<file path="config.mk">
export PLATFORM = sky130hd
export DESIGN_NAME = capture_buffer
export DESIGN_NICKNAME = d
export VERILOG_FILES = /design/src/rtl/capture_pkg.sv /design/src/rtl/capture_ram.sv /design/src/rtl/capture_buffer.sv
export SDC_FILE = /design/constraint.sdc
export NUM_CORES = 1
export LEC_CHECK = 0
export BUFFER_PORTS_ARGS = -buffer_cell sky130_fd_sc_hd__buf_2
export CAP_MARGIN = 20
export CORE_ASPECT_RATIO = 1.4
export CORE_MARGIN = 2
export CORE_UTILIZATION = 35
export CTS_CLUSTER_SIZE = 28
export DETAILED_ROUTE_END_ITERATION = 16
export PLACE_DENSITY = 0.52
export SYNTH_ARGS = -nofsm -noshare
export SYNTH_HDL_FRONTEND = slang
export SYNTH_SLANG_ARGS = --single-unit
</file>
<file path="constraint.sdc">
create_clock -name clk -period 3.38 [get_ports clk]
set_input_delay 0.676 -clock clk [delete_from_list [all_inputs] [get_ports clk]]
set_output_delay 0.676 -clock clk [all_outputs]
set_load 0.01 [all_outputs]
</file>
<file path="src/rtl/capture_pkg.sv">
// Shared types and default sizing for the ADC capture buffer.
// Build option: define CAPTURE_TRIGGER_EN to add the level-trigger state.
package capture_pkg;

  localparam int unsigned SAMPLE_W_DEF = 12;
  localparam int unsigned DEPTH_DEF    = 10;

`ifdef CAPTURE_TRIGGER_EN
  typedef enum logic [1:0] {
    IDLE  = 2'd0,
    FILL  = 2'd1,
    DRAIN = 2'd2,
    TRIG  = 2'd3
  } state_e;
`else
  typedef enum logic [1:0] {
    IDLE  = 2'd0,
    FILL  = 2'd1,
    DRAIN = 2'd2
  } state_e;
`endif

endpackage

</file>
<file path="src/rtl/capture_ram.sv">
// Sample storage: DEPTH x SAMPLE_W, one synchronous write port, one
// combinational read port (the top registers the read data itself).
module capture_ram #(
  parameter int unsigned SAMPLE_W = 12,
  parameter int unsigned DEPTH    = 10,
  parameter int unsigned ADDR_W   = 4
) (
  input  logic                clk,
  input  logic                wr_en,
  input  logic [ADDR_W-1:0]   wr_addr,
  input  logic [SAMPLE_W-1:0] wr_data,
  input  logic [ADDR_W-1:0]   rd_addr,
  output logic [SAMPLE_W-1:0] rd_data_c
);

  logic [SAMPLE_W-1:0] mem [DEPTH];

  // Write port
  always_ff @(posedge clk) begin
    if (wr_en) mem[wr_addr] <= wr_data;
  end

  assign rd_data_c = mem[rd_addr];

endmodule

</file>
<file path="src/rtl/capture_buffer.sv">
// Capture buffer: arm, collect DEPTH ADC samples, then stream them out
// oldest-first through a valid/ready handshake.
// Build option: CAPTURE_TRIGGER_EN adds trig_level and a TRIG state that
// waits for the first sample >= trig_level before filling.
module capture_buffer
  import capture_pkg::*;
#(
  parameter int unsigned SAMPLE_W = SAMPLE_W_DEF,
  parameter int unsigned DEPTH    = DEPTH_DEF,
  parameter int unsigned CNT_W    = $clog2(DEPTH + 1)
) (
  input  logic                clk,
  input  logic                rst,
  input  logic                arm,
  input  logic                in_valid,
  input  logic [SAMPLE_W-1:0] in_data,
`ifdef CAPTURE_TRIGGER_EN
  input  logic [SAMPLE_W-1:0] trig_level,
`endif
  input  logic                out_ready,
  output logic                out_valid,
  output logic [SAMPLE_W-1:0] out_data,
  output logic                out_last,
  output logic                busy,
  output logic                done,
  output logic                dropped,
  output logic [CNT_W-1:0]    count
);

  localparam int unsigned      ADDR_W   = (DEPTH > 1) ? $clog2(DEPTH) : 1;
  localparam logic [CNT_W-1:0] LAST_IDX = CNT_W'(DEPTH - 1);

  function automatic logic [CNT_W-1:0] ptr_inc(input logic [CNT_W-1:0] p);
    return (p == LAST_IDX) ? '0 : p + CNT_W'(1);
  endfunction

  state_e              state, state_nxt;
  logic [CNT_W-1:0]    wr_ptr, wr_ptr_nxt;
  logic [CNT_W-1:0]    rd_ptr, rd_ptr_nxt;
  logic [CNT_W-1:0]    count_nxt;
  logic                out_valid_nxt, out_last_nxt, done_nxt, dropped_nxt, busy_nxt;
  logic [SAMPLE_W-1:0] out_data_nxt;
  logic                wr_en_c;
  logic [CNT_W-1:0]    rd_addr_c;
  logic [SAMPLE_W-1:0] rd_data_c;

  capture_ram #(
    .SAMPLE_W (SAMPLE_W),
    .DEPTH    (DEPTH),
    .ADDR_W   (ADDR_W)
  ) u_ram (
    .clk       (clk),
    .wr_en     (wr_en_c),
    .wr_addr   (ADDR_W'(wr_ptr)),
    .wr_data   (in_data),
    .rd_addr   (ADDR_W'(rd_addr_c)),
    .rd_data_c (rd_data_c)
  );

  // State and registered outputs
  always_ff @(posedge clk) begin
    if (rst) begin
      state     <= IDLE;
      wr_ptr    <= '0;
      rd_ptr    <= '0;
      count     <= '0;
      out_valid <= 1'b0;
      out_data  <= '0;
      out_last  <= 1'b0;
      done      <= 1'b0;
      dropped   <= 1'b0;
      busy      <= 1'b0;
    end else begin
      state     <= state_nxt;
      wr_ptr    <= wr_ptr_nxt;
      rd_ptr    <= rd_ptr_nxt;
      count     <= count_nxt;
      out_valid <= out_valid_nxt;
      out_data  <= out_data_nxt;
      out_last  <= out_last_nxt;
      done      <= done_nxt;
      dropped   <= dropped_nxt;
      busy      <= busy_nxt;
    end
  end

  // Next-state, storage control and output staging
  always_comb begin
    state_nxt     = state;
    wr_ptr_nxt    = wr_ptr;
    rd_ptr_nxt    = rd_ptr;
    count_nxt     = count;
    out_valid_nxt = out_valid;
    out_data_nxt  = out_data;
    out_last_nxt  = out_last;
    done_nxt      = 1'b0;
    dropped_nxt   = dropped;
    wr_en_c       = 1'b0;
    rd_addr_c     = rd_ptr;

    case (state)
      IDLE: begin
        // Samples in the arm cycle are not stored.
        if (arm) begin
          dropped_nxt = 1'b0;
`ifdef CAPTURE_TRIGGER_EN
          state_nxt   = TRIG;
`else
          state_nxt   = FILL;
`endif
        end
      end
`ifdef CAPTURE_TRIGGER_EN
      TRIG: begin
        if (in_valid && (in_data >= trig_level)) begin
          wr_en_c    = 1'b1;
          wr_ptr_nxt = ptr_inc(wr_ptr);
          count_nxt  = count + CNT_W'(1);
          state_nxt  = FILL;
        end
      end
`endif
      FILL: begin
        if (in_valid) begin
          wr_en_c    = 1'b1;
          wr_ptr_nxt = ptr_inc(wr_ptr);
          count_nxt  = count + CNT_W'(1);
          if (count == LAST_IDX) state_nxt = DRAIN;
        end
      end
      DRAIN: begin
        if (in_valid) dropped_nxt = 1'b1;
        if (!out_valid) begin
          // First presentation: sample at rd_ptr (always slot 0 here).
          out_valid_nxt = 1'b1;
          out_data_nxt  = rd_data_c;
          out_last_nxt  = (rd_ptr == LAST_IDX);
        end else if (out_ready) begin
          count_nxt  = count - CNT_W'(1);
          rd_ptr_nxt = ptr_inc(rd_ptr);
          if (out_last) begin
            state_nxt     = IDLE;
            done_nxt      = 1'b1;
            out_valid_nxt = 1'b0;
            out_last_nxt  = 1'b0;
          end else begin
            rd_addr_c    = ptr_inc(rd_ptr);
            out_data_nxt = rd_data_c;
            out_last_nxt = (ptr_inc(rd_ptr) == LAST_IDX);
          end
        end
      end
      default: state_nxt = IDLE;
    endcase

    busy_nxt = (state_nxt != IDLE);
  end

endmodule

</file>
==> results of run 1 <==
==> power by group through the flow <==
stage          sequential [W]  clock [W]  combinational, W
2_1_floorplan         0.00206          0         0.0000315
3_3_place_gp          0.00206          0         0.0000753
3_5_place_dp          0.00206          0         0.0000776
4_1_cts               0.00203    0.00213         0.0000779
5_1_grt               0.00203    0.00220         0.0000865
6_report              0.00203    0.00210         0.0000763
==> worst max-delay path, delay by kind of cell, from the launching register on <==
| family | cells | cell delay, ns |
|---|---|---|
| buf+inv | 1 | 0.24 |
| flops | 1 | 0.56 |
| simple gates | 2 | 0.94 |
| compound gates | 4 | 0.98 |
==> final cells by class <==
| cell class | count | share of cell area |
|---|---|---|
| tap | 256 | 0.03831 |
| multi-input combinational | 377 | 0.3210 |
| clock buffer | 21 | 0.05507 |
| inverter | 8 | 0.003591 |
| timing repair buffer | 70 | 0.05327 |
| sequential | 151 | 0.5053 |
| clock inverter | 11 | 0.02349 |
==> kinds of logic after synthesis <==
family                   count (synthesis)  synth area share
AND/OR/NAND/NOR                        143            0.1050
adder cells (fa/ha/maj)                  6           0.01149
flip-flops                             151            0.5876
AO/OA/AOI/OAI                          195            0.2075
XOR/XNOR                                 6          0.007311
buffers and inverters                   61           0.04334
multiplexers                            27           0.03777
==> registers in the layout, summed over array words and instances, names as in the netlist <==
register   cells
count          4
wr_ptr         4
out_valid      1
done           1
rd_ptr         4
busy           1
dropped        1
out_data      12
out_last       1
state          2
u_ram.mem    120
==> routing by layer <==
metal | track usage | part of all wire
met4 | 0.06759 | 0.023
met2 | 0.3342 | 0.53
met1 | 0.2352 | 0.40
met3 | 0.03302 | 0.047
met5 | 0 | 0
==> how the worst max path moves through the flow <==
stage / from / to / slack (ns) / cells past startpoint
global route: state[1] / out_data[9] / 0.33 / 7
CTS: rd_ptr[1] / out_data[2] / 0.53 / 9
floorplan: in_valid / u_ram.mem[1][0] / 0.61 / 4
finish: state[1] / out_data[10] / 0.51 / 7
global placement: out_ready / out_data[3] / 0.41 / 8
detailed placement: out_ready / out_data[2] / 0.33 / 8
==> cell usage in the layout, fill, tap and decap left out, types with 8 or more instances in the layout <==
cell type,synthesis,final
sky130_fd_sc_hd__o21ai_0,18,18
sky130_fd_sc_hd__dfxtp_1,31,30
sky130_fd_sc_hd__mux2i_1,26,26
sky130_fd_sc_hd__a21oi_1,32,32
sky130_fd_sc_hd__and4_1,11,11
sky130_fd_sc_hd__nand2b_1,8,8
sky130_fd_sc_hd__edfxtp_1,120,120
sky130_fd_sc_hd__a311o_1,23,23
sky130_fd_sc_hd__nor2_1,22,22
sky130_fd_sc_hd__inv_1,8,8
sky130_fd_sc_hd__buf_2,18,37
sky130_fd_sc_hd__a211o_1,12,12
sky130_fd_sc_hd__buf_4,3,32
sky130_fd_sc_hd__nand3_1,9,9
sky130_fd_sc_hd__a32o_1,11,11
sky130_fd_sc_hd__nand2_1,61,61
sky130_fd_sc_hd__a211oi_1,36,36
sky130_fd_sc_hd__a31oi_1,12,12
sky130_fd_sc_hd__clkbuf_16,0,17
sky130_fd_sc_hd__a221oi_1,23,23
sky130_fd_sc_hd__o21bai_1,12,12
==> stage by stage <==
| stage | utilization | instances | power [W] | setup slack, ns | hold slack, ns |
|---|---|---|---|---|---|
| floorplan | - | 589 | 0.002096 | 0.6067 | 0.5081 |
| global placement | 0.3787 | 861 | 0.002139 | 0.4090 | 0.4713 |
| detailed placement | 0.3787 | 861 | 0.002142 | 0.3255 | 0.5245 |
| CTS | 0.4110 | 893 | 0.004231 | 0.5256 | 0.4861 |
| global route | 0.4114 | 894 | 0.004311 | 0.3272 | 0.5005 |
| finish | 0.4114 | 894 | 0.004199 | 0.5105 | 0.5010 |
==> flow_summary.rst, run 1 <==
.. list-table::
   :header-rows: 1

   * - Metric
     - Value
   * - Outcome
     - finished, final reports clean
   * - PwrDens
     - 502.2 mW/mm²
   * - Global routing usage summed across all routing layers
     - 0.1904
   * - Number of global-route vias before repair
     - 5,250
   * - Fmax
     - 348.5 MHz
   * - Synth Register Bits
     - 151
   * - Worst R2R End
     - out_data[10]
   * - Startpoint class of the critical path
     - flip-flop
   * - Fraction of the yosys area taken by sequential cells
     - 0.5876
   * - Number of antenna repair diodes
     - 0
   * - Largest stage delay on the critical path
     - 0.56 ns
   * - Count leader, synth
     - sky130_fd_sc_hd__edfxtp_1
   * - Seq pwr share
     - 0.482
   * - Cells taking the most area after synthesis
     - sky130_fd_sc_hd__edfxtp_1 (50%), sky130_fd_sc_hd__dfxtp_1 (8.6%), sky130_fd_sc_hd__a211oi_1 (3.8%), sky130_fd_sc_hd__mux2i_1 (3.6%), sky130_fd_sc_hd__a311o_1 (3.2%)
   * - Reg-to-reg slack, setup
     - 0.51 ns
   * - Fillcell total
     - 1,924
   * - Most used standard cells in the synthesized netlist
     - sky130_fd_sc_hd__edfxtp_1 (120), sky130_fd_sc_hd__nand2_1 (61), sky130_fd_sc_hd__a211oi_1 (36)
   * - Number of synthesized flops with an enable pin
     - 120
   * - Ys Warns
     - 0
   * - Final Hold Viols
     - 0
   * - Core Footprint
     - 0.02032 mm²
   * - Row cnt
     - 62
   * - Synthesized instance count
     - 589
   * - Slew at the pin with the worst max-slew slack
     - 0.8332 ns
   * - Library cells used by synthesis
     - 55
   * - Crit share post-route
     - 0.8490
   * - Number of endpoints failing setup at the final stage
     - 0
   * - Cells resized by post-CTS repair
     - 0
   * - Clock share of power
     - 0.499
   * - Worst-case hold path end point
     - state[0]
   * - Number of setup buffers added after CTS
     - 0
   * - Clock sinks
     - 151
   * - Switch Pwr
     - 0.0008043 W
   * - Count of buffers from port buffering
     - 37
   * - Post-route standard cell area excluding fillers
     - 0.008362 mm²
   * - Iter 0 DRT Violations
     - 404
   * - GPL Wtd Cong
     - 0.8332
   * - Post-CTS Hold Fix Bufs
     - 0
   * - Post-detail-place hpwl
     - 12.45 mm
   * - Slowest cell on the critical path
     - sky130_fd_sc_hd__dfxtp_1
   * - Clock buffers created by TritonCTS
     - 17
   * - IO Count
     - 38
   * - Global route total overflow
     - 0
   * - Clock-pin slew on the worst setup and hold paths
     - 0.07 ns
   * - Largest fanout on the critical path
     - 12
   * - Leak pwr
     - 2.978 nW
   * - Antenna violations before repair
     - 0
   * - Ratio of cells with drive above 1 in the final layout
     - 0.1850
   * - Setup repair after global routing missed its margin
     - no
   * - Number of cells traversed by the worst hold path
     - 2
   * - First-pass GRT wire length
     - 31.33 mm
   * - Largest net degree at the start of global routing
     - 75
   * - Detailed-route via count
     - 5,288
   * - Die Footprint
     - 0.02172 mm²
   * - Hold_sp
     - arm
   * - Max-capacitance violation count
     - 0
   * - Via/cell ratio
     - 5.915
   * - Proportion of synthesized flip-flops having asynchronous set or reset
     - 0
   * - Clock latency of the later-clocked register in the worst-skew pair
     - 0.43 ns
   * - Switching portion of total power
     - 0.1915
   * - Maximum level of the CTS H-tree
     - 4
   * - RR Startpoint
     - state[1]
   * - Cell taking the most area after synthesis
     - sky130_fd_sc_hd__edfxtp_1
   * - CP endpoint kind
     - flip-flop
   * - Area fraction of the dominant cell type after synthesis
     - 0.5013
   * - Synth Net Count
     - 612
   * - Final TNS setup
     - 0 ns
   * - Number of optimization iterations in the first detailed-route pass
     - 6
   * - Data required time at the worst endpoint
     - 3.68 ns
   * - Power Internal
     - 0.003395 W
   * - Maximum clock skew at final layout
     - 0.01262 ns
   * - Worst hold-check path type
     - in -> reg
   * - Max IR drop VDD
     - 0.3202 mV
   * - Share of total power in combinational logic
     - 0.018
   * - Post-DRT Antenna Nets
     - 0
   * - Cells traversed along the worst timing path
     - and4b_1, buf_4, nand3_1, a211oi_1, a311o_1, a211oi_1, a311o_1
   * - Post-layout net count
     - 648
   * - Final WL
     - 20.42 mm
   * - Average cell area after synthesis
     - 12.20 µm²
   * - Count of pins over their slew limit
     - 0
   * - Reg area
     - 0.004225 mm²
   * - Starting utilization of the core area
     - 0.3537
   * - Crit path kind
     - reg -> reg
   * - Post-synthesis cell area
     - 0.007188 mm²
   * - Multi-input gate area
     - 0.002684 mm²
   * - DR DRC count
     - 0
   * - Routed WL per cell
     - 22.84 µm
   * - Height of the die
     - 173.6 µm
   * - FF-to-FF path depth
     - 7
   * - Arr. time, crit path
     - 3.17 ns
   * - Number of buffers on the longest clock path
     - 2
   * - Most common flop cell mapped by yosys
     - sky130_fd_sc_hd__edfxtp_1
   * - Slew margin rel.
     - 0.4445
   * - TritonCTS clock tree
     - yes
   * - Root Buffer Master
     - sky130_fd_sc_hd__clkbuf_16
   * - Overall die width
     - 125.1 µm
   * - Area growth from synthesis to final layout
     - 16.33%
   * - Post-place instance area
     - 0.007697 mm²
   * - Tmin final
     - 2.869 ns
Power figures use the tool's default switching activity.
==> inputs of run 2 (changes only) <==
Settings changed: ABC_AREA set to 1.
Clock period 3.38 ns to 2.65 ns, I/O delays scaled along.
==> run 2 against run 1 <==
Non-clock buffer count decreased by 13; register-to-register slack is essentially flat; core utilization rose by 0.55 points; first-iteration DRC count shrank 2.7%; largest cell class unchanged; highest routed layer unchanged.
==> flow_summary.rst, run 2 <==
.. list-table::
   :header-rows: 1

   * - Metric
     - Value
   * - Slew at the pin with the worst max-slew slack
     - 0.8020 ns
   * - Leak pwr
     - 3.300 nW
   * - Registers with the most flip-flops
     - u_ram.mem (120), out_data (12)
   * - Library cells used by synthesis
     - 29
   * - Number of endpoints failing setup at the final stage
     - 0
   * - Post-route standard cell area excluding fillers
     - 0.007756 mm²
   * - Maximum clock skew at final layout
     - 0.006611 ns
   * - Slew margin rel.
     - 0.4648
   * - Final Hold Viols
     - 0
   * - Number of buffers on the longest clock path
     - 2
   * - Clock latency of the later-clocked register in the worst-skew pair
     - 0.43 ns
   * - Post-detail-place hpwl
     - 11.12 mm
   * - Proportion of synthesized area in mux cells
     - 0
   * - Antenna violations before repair
     - 0
   * - Crit share post-route
     - 0.8117
   * - Number of antenna repair diodes
     - 0
   * - Global routing usage summed across all routing layers
     - 0.1814
   * - Max IR drop VDD
     - 0.4683 mV
   * - Worst hold-check path type
     - in -> reg
   * - Met3 wire length
     - 723 µm
   * - Post-DRT Antenna Nets
     - 0
   * - Overall die width
     - 120.5 µm
   * - Leading cell type in the layout, fill and taps excluded
     - sky130_fd_sc_hd__nand3_1
   * - Slack of the critical path
     - 0.4989 ns
   * - Max-capacitance violation count
     - 0
   * - Data required time at the worst endpoint
     - 3.01 ns
   * - Synthesized instance count
     - 674
   * - Number of synthesized flops with an enable pin
     - 120
   * - Startpoint class of the critical path
     - flip-flop
   * - Post-synthesis cell area
     - 0.006651 mm²
   * - TritonCTS clock tree
     - yes
   * - Setup repair after global routing missed its margin
     - no
   * - Uppermost layer routed
     - met4
   * - Die Footprint
     - 0.02014 mm²
   * - Final WL
     - 17.48 mm
   * - Synth Net Count
     - 697
   * - Largest fanout on the critical path
     - 12
   * - Global route total overflow
     - 0
   * - Post-synthesis simple-gate area fraction
     - 0.2041
   * - Met2 WL post-DR
     - 9.135 mm
   * - Synth Register Bits
     - 151
   * - Tot Pwr
     - 0.005110 W
   * - Cells resized by post-CTS repair
     - 0
   * - CP endpoint kind
     - flip-flop
   * - Post-place setup slack
     - 0.4801 ns
   * - Iter 0 DRT Violations
     - 393
   * - Post-CTS Hold Fix Bufs
     - 0
   * - Instance count after placement with tap cells included
     - 947
   * - Most common flop cell mapped by yosys
     - sky130_fd_sc_hd__edfxtp_1
   * - Count of pins over their slew limit
     - 0
   * - Starting utilization of the core area
     - 0.3575
   * - Clock-pin slew on the worst setup and hold paths
     - 0.06 ns
   * - Ys Warns
     - 0
   * - Post-place instance area
     - 0.007161 mm²
   * - Final TNS setup
     - 0 ns
   * - Root Buffer Master
     - sky130_fd_sc_hd__clkbuf_16
   * - Core Footprint
     - 0.01860 mm²
   * - Multi-input gate area
     - 0.001826 mm²
   * - Number of cells traversed by the worst hold path
     - 3
   * - Fmax
     - 464.9 MHz
   * - Finished Layout Cells
     - 979
   * - Crit path kind
     - reg -> reg
   * - GPL Wtd Cong
     - 0.8234
   * - Count of buffers from port buffering
     - 37
   * - Number of setup buffers added after CTS
     - 0
   * - Largest Register
     - u_ram.mem
   * - Fillcell total
     - 1,860
   * - Largest family of logic cells by synthesized area
     - simple AND/OR/NAND/NOR gates
   * - Fraction of the yosys area taken by sequential cells
     - 0.6351
   * - Outcome
     - finished, final reports clean
   * - Adder-cell share of the synthesized area
     - 0.01242
   * - Height of the die
     - 167.1 µm
   * - Proportion of synthesized flip-flops having asynchronous set or reset
     - 0
   * - Arr. time, crit path
     - 2.51 ns
   * - Most frequent cells in the layout
     - sky130_fd_sc_hd__nand3_1 (138), sky130_fd_sc_hd__edfxtp_1 (120), sky130_fd_sc_hd__inv_1 (118), sky130_fd_sc_hd__nand2_1 (112), sky130_fd_sc_hd__a21oi_1 (38)
   * - Reg area
     - 0.004224 mm²
   * - Row cnt
     - 59
   * - Cells taking the most area after synthesis
     - sky130_fd_sc_hd__edfxtp_1 (54%), sky130_fd_sc_hd__nand3_1 (10%), sky130_fd_sc_hd__dfxtp_1 (9.3%), sky130_fd_sc_hd__inv_1 (6.7%), sky130_fd_sc_hd__nand2_1 (6.3%)
   * - Post-synthesis share of cell area spent on xor and xnor gates
     - 0.002634
   * - Count leader, synth
     - sky130_fd_sc_hd__nand3_1
   * - Ratio of cells with drive above 1 in the final layout
     - 0.1401
   * - Most used standard cells in the synthesized netlist
     - sky130_fd_sc_hd__nand3_1 (138), sky130_fd_sc_hd__edfxtp_1 (120), sky130_fd_sc_hd__inv_1 (118)
   * - IO Count
     - 38
   * - Via/cell ratio
     - 4.960
   * - Number of global-route vias before repair
     - 5,002
   * - Detailed-route via count
     - 4,856
   * - Fraction of the mapped netlist area in compound gates
     - 0.05530
   * - FF-to-FF path depth
     - 11
   * - Clock sinks
     - 151
   * - Area fraction of the dominant cell type after synthesis
     - 0.5418
   * - Tmin final
     - 2.151 ns
   * - Clock buffers created by TritonCTS
     - 17
   * - First-pass GRT wire length
     - 27.17 mm
   * - PwrDens
     - 658.8 mW/mm²
   * - Largest net degree at the start of global routing
     - 49
   * - Number of optimization iterations in the first detailed-route pass
     - 5
   * - Post-layout net count
     - 745
   * - Routed met1 length
     - 6.991 mm
   * - Maximum level of the CTS H-tree
     - 4
   * - DR DRC count
     - 0
   * - Cell taking the most area after synthesis
     - sky130_fd_sc_hd__edfxtp_1
   * - Average cell area after synthesis
     - 9.869 µm²
   * - Flip-flop count of the largest register, all copies and words added
     - 120
   * - Routed WL per cell
     - 17.86 µm
   * - Area growth from synthesis to final layout
     - 16.61%
==> run 2: through the flow <==
stage                 util  hold WS, ns
detailed placement  0.3849       0.4651
CTS                 0.4169       0.3704
global route        0.4169       0.3954
global placement    0.3849       0.4538
floorplan                -       0.4836
finish              0.4169       0.3792
==> run 2: cell families after synthesis <==
kind of cell / count (synthesis)
adder cells (fa/ha/maj): 6
flip-flops: 151
AO/OA/AOI/OAI: 71
buffers and inverters: 150
AND/OR/NAND/NOR: 294
XOR/XNOR: 2
==> run 2: layer usage <==
metal | GRT usage | vias to the layer above
met5 | 0 | -
met4 | 0.09100 | 0
met3 | 0.03202 | 38
met2 | 0.3260 | 130
met1 | 0.2040 | 2351
li1 | - | 2337
==> run 2: path summary, 6_finish.rpt <==
check | start | endpoint | slack [ns]
worst max-delay path | rd_ptr[1] | out_data[3] | 0.50
worst min-delay path | in_valid | dropped | 0.38
worst max register to register | rd_ptr[1] | out_data[3] | 0.50
worst min register to register | dropped | dropped | 0.47
==> run 2: where the power goes <==
group | total [W] | internal, W | switching [W]
sequential | 0.00258 | 0.00257 | 0.00000832
clock | 0.00242 | 0.00140 | 0.00102
combinational | 0.000109 | 0.0000301 | 0.0000788
total | 0.00511 | 0.00401 | 0.00110
==> run 2: layout make-up <==
| type | count | share of cell area |
|---|---|---|
| repair buffers | 57 | 0.04485 |
| inverters | 122 | 0.05904 |
| clock buffers | 17 | 0.05485 |
| flip-flops and latches | 151 | 0.5446 |
| clock inverters | 15 | 0.02194 |
| well taps | 244 | 0.03936 |
| multi-input cells | 373 | 0.2354 |
==> run 2: critical path, stage by stage (launching register included) <==
cell and delay [ns]:
sky130_fd_sc_hd__dfxtp_1 0.34, sky130_fd_sc_hd__inv_1 0.12, sky130_fd_sc_hd__ha_1 0.17, sky130_fd_sc_hd__nand2_1 0.07, sky130_fd_sc_hd__nor2_1 0.20, sky130_fd_sc_hd__nor2_1 0.07, sky130_fd_sc_hd__nand2_1 0.14, sky130_fd_sc_hd__nand2_1 0.07
sky130_fd_sc_hd__o21a_1 0.11, sky130_fd_sc_hd__inv_1 0.41, sky130_fd_sc_hd__nand3_1 0.21, sky130_fd_sc_hd__a21oi_1 0.16
==> inputs of run 3 (changes only) <==
Clock period 2.65 ns to 2 ns, I/O delays scaled along.
==> run 3 against run 2 <==
Clock power grew 30%; via count shrank 0.19%; final cell count grew 1.2%; maximum frequency grew 16%; die area is the same; total power grew 31%; routed wire length is essentially flat; sequential share of layout area shrank 2.0 points; critical path depth shrank 4; sequential cell count is the same; critical path type unchanged; non-clock buffer count grew 12; final area grew 3.9%; highest routed layer unchanged.
==> flow_summary.rst, run 3 (synthesis gave the netlist of run 2 again) <==
.. list-table::
   :header-rows: 1

   * - Metric
     - Value
   * - Largest stage delay on the critical path
     - 0.43 ns
   * - Clock-pin slew on the worst setup and hold paths
     - 0.06 ns
   * - Maximum level of the CTS H-tree
     - 4
   * - Number of buffers on the longest clock path
     - 2
   * - Final TNS setup
     - 0 ns
   * - GPL Wtd Cong
     - 0.7917
   * - Largest fanout on the critical path
     - 9
   * - Starting utilization of the core area
     - 0.3575
   * - Global route total overflow
     - 0
   * - Slowest cell on the critical path
     - sky130_fd_sc_hd__dfxtp_1
   * - Post-layout net count
     - 757
   * - Number of endpoints failing setup at the final stage
     - 0
   * - DR DRC count
     - 0
   * - Slew margin rel.
     - 0.5928
   * - Fmax
     - 538.6 MHz
   * - First-pass GRT wire length
     - 27.48 mm
   * - Via/cell ratio
     - 4.891
   * - Tmin final
     - 1.857 ns
   * - Die Footprint
     - 0.02014 mm²
   * - Slack of the critical path
     - 0.1434 ns
   * - Largest net degree at the start of global routing
     - 28
   * - Cells traversed along the worst timing path
     - inv_1, nor2_1, nand2_1, inv_2, nand3_1, nor2_4, buf_6
   * - Root Buffer Master
     - sky130_fd_sc_hd__clkbuf_16
   * - Clock sinks
     - 151
   * - Leak pwr
     - 3.413 nW
   * - IO Count
     - 38
   * - Largest Register
     - u_ram.mem
   * - Outcome
     - finished, final reports clean
   * - Clock latency of the later-clocked register in the worst-skew pair
     - 0.43 ns
   * - Post-route standard cell area excluding fillers
     - 0.008055 mm²
   * - Leading cell type in the layout, fill and taps excluded
     - sky130_fd_sc_hd__nand3_1
   * - Area growth from synthesis to final layout
     - 21.11%
   * - PwrDens
     - 833.4 mW/mm²
   * - Ratio of cells with drive above 1 in the final layout
     - 0.1647
   * - Crit share post-route
     - 0.9283
   * - Number of optimization iterations in the first detailed-route pass
     - 4
   * - Maximum clock skew at final layout
     - 0.01085 ns
   * - Arr. time, crit path
     - 1.98 ns
   * - Count of buffers from port buffering
     - 37
   * - Post-CTS Hold Fix Bufs
     - 0
   * - Row cnt
     - 59
   * - Most frequent cells in the layout
     - sky130_fd_sc_hd__nand3_1 (138), sky130_fd_sc_hd__edfxtp_1 (120), sky130_fd_sc_hd__inv_1 (116), sky130_fd_sc_hd__nand2_1 (111), sky130_fd_sc_hd__a21oi_1 (38)
   * - Iter 0 DRT Violations
     - 338
   * - Flip-flop count of the largest register, all copies and words added
     - 120
   * - Post-place setup slack
     - -0.02915 ns
   * - Height of the die
     - 167.1 µm
   * - Max IR drop VDD
     - 0.6195 mV
   * - Max-capacitance violation count
     - 0
   * - Core Footprint
     - 0.01860 mm²
   * - Registers with the most flip-flops
     - u_ram.mem (120), out_data (12)
   * - Fillcell total
     - 1,846
   * - Clock buffers created by TritonCTS
     - 17
   * - Global routing usage summed across all routing layers
     - 0.1831
   * - Routed WL per cell
     - 17.64 µm
   * - Setup repair after global routing missed its margin
     - no
   * - Post-DRT Antenna Nets
     - 0
   * - Worst hold-check path type
     - in -> reg
   * - Detailed-route via count
     - 4,847
   * - Overall die width
     - 120.5 µm
   * - Slew at the pin with the worst max-slew slack
     - 0.6044 ns
   * - Antenna violations before repair
     - 0
   * - Count of pins over their slew limit
     - 0
   * - Data required time at the worst endpoint
     - 2.12 ns
   * - Number of global-route vias before repair
     - 4,882
   * - Crit path kind
     - reg -> reg
   * - CP endpoint kind
     - flip-flop
   * - Multi-input gate area
     - 0.001861 mm²
   * - Final WL
     - 17.48 mm
   * - Post-place instance area
     - 0.007406 mm²
   * - Final Hold Viols
     - 0
   * - Number of antenna repair diodes
     - 0
   * - Reg area
     - 0.004227 mm²
   * - Startpoint class of the critical path
     - flip-flop
   * - TritonCTS clock tree
     - yes
   * - Post-detail-place hpwl
     - 11.55 mm
[run 3: cell count changes in the layout (fill, tap and decap cells not counted), moves of 3 or more]
cell / change
sky130_fd_sc_hd__buf_12: +13
sky130_fd_sc_hd__buf_4: -4
sky130_fd_sc_hd__nor2_1: -4
sky130_fd_sc_hd__clkinv_4: -3
sky130_fd_sc_hd__clkinvlp_4: -3
[run 3: area by class of cell]
class,instances,area share
flip-flops and latches,151,0.5247
multi-input cells,373,0.2310
repair buffers,69,0.07766
inverters,122,0.05716
clock buffers,19,0.05374
well taps,244,0.03790
clock inverters,13,0.01786
[run 3: worst paths after layout]
path	from	end	slack (ns)	cells after the start
max	state[0]	u_ram.mem[2][10]	0.14	7
min	in_data[3]	u_ram.mem[0][3]	0.28	1
max reg2reg	state[0]	u_ram.mem[2][10]	0.14	7
min reg2reg	dropped	dropped	0.49	2
[run 3: power breakdown]
group	internal [W]	leakage [nW]	switching, W
combinational	0.0000475	1.80	0.000104
sequential	0.00341	1.33	0.0000110
clock	0.00185	0.285	0.00129
[run 3: worst max-delay path: cells and delay by family, from the launching register on]
kind / cells / cell delay, ns
AND/OR/NAND/NOR: 4 / 0.64
buffers and inverters: 3 / 0.47
flip-flops: 1 / 0.43
[run 3: repair_timing]
| item | in CTS | in global routing |
|---|---|---|
| setup buffers | 0 | 0 |
| endpoints found under the setup margin | 9 | 68 |
| endpoints found under the hold margin | 0 | 0 |
| gates cloned | 0 | 1 |
| resized for setup | 1 | 17 |
[run 3: through the flow]
step                std cells  total power (W)  hold WS (ns)  utilization
CTS                       990         0.006786        0.2551       0.4292
floorplan                 674         0.003548        0.4836            -
finish                    991         0.006714        0.2797       0.4330
global route              991         0.006921        0.2878       0.4330
detailed placement        958         0.003641        0.4818       0.3981
global placement          958         0.003634        0.4471       0.3981
[run 3: metal layers]
metal	track usage	routed length, µm
met1	0.2069	6802
met2	0.3274	9313
met3	0.04257	902
met4	0.07735	463
met5	0	0
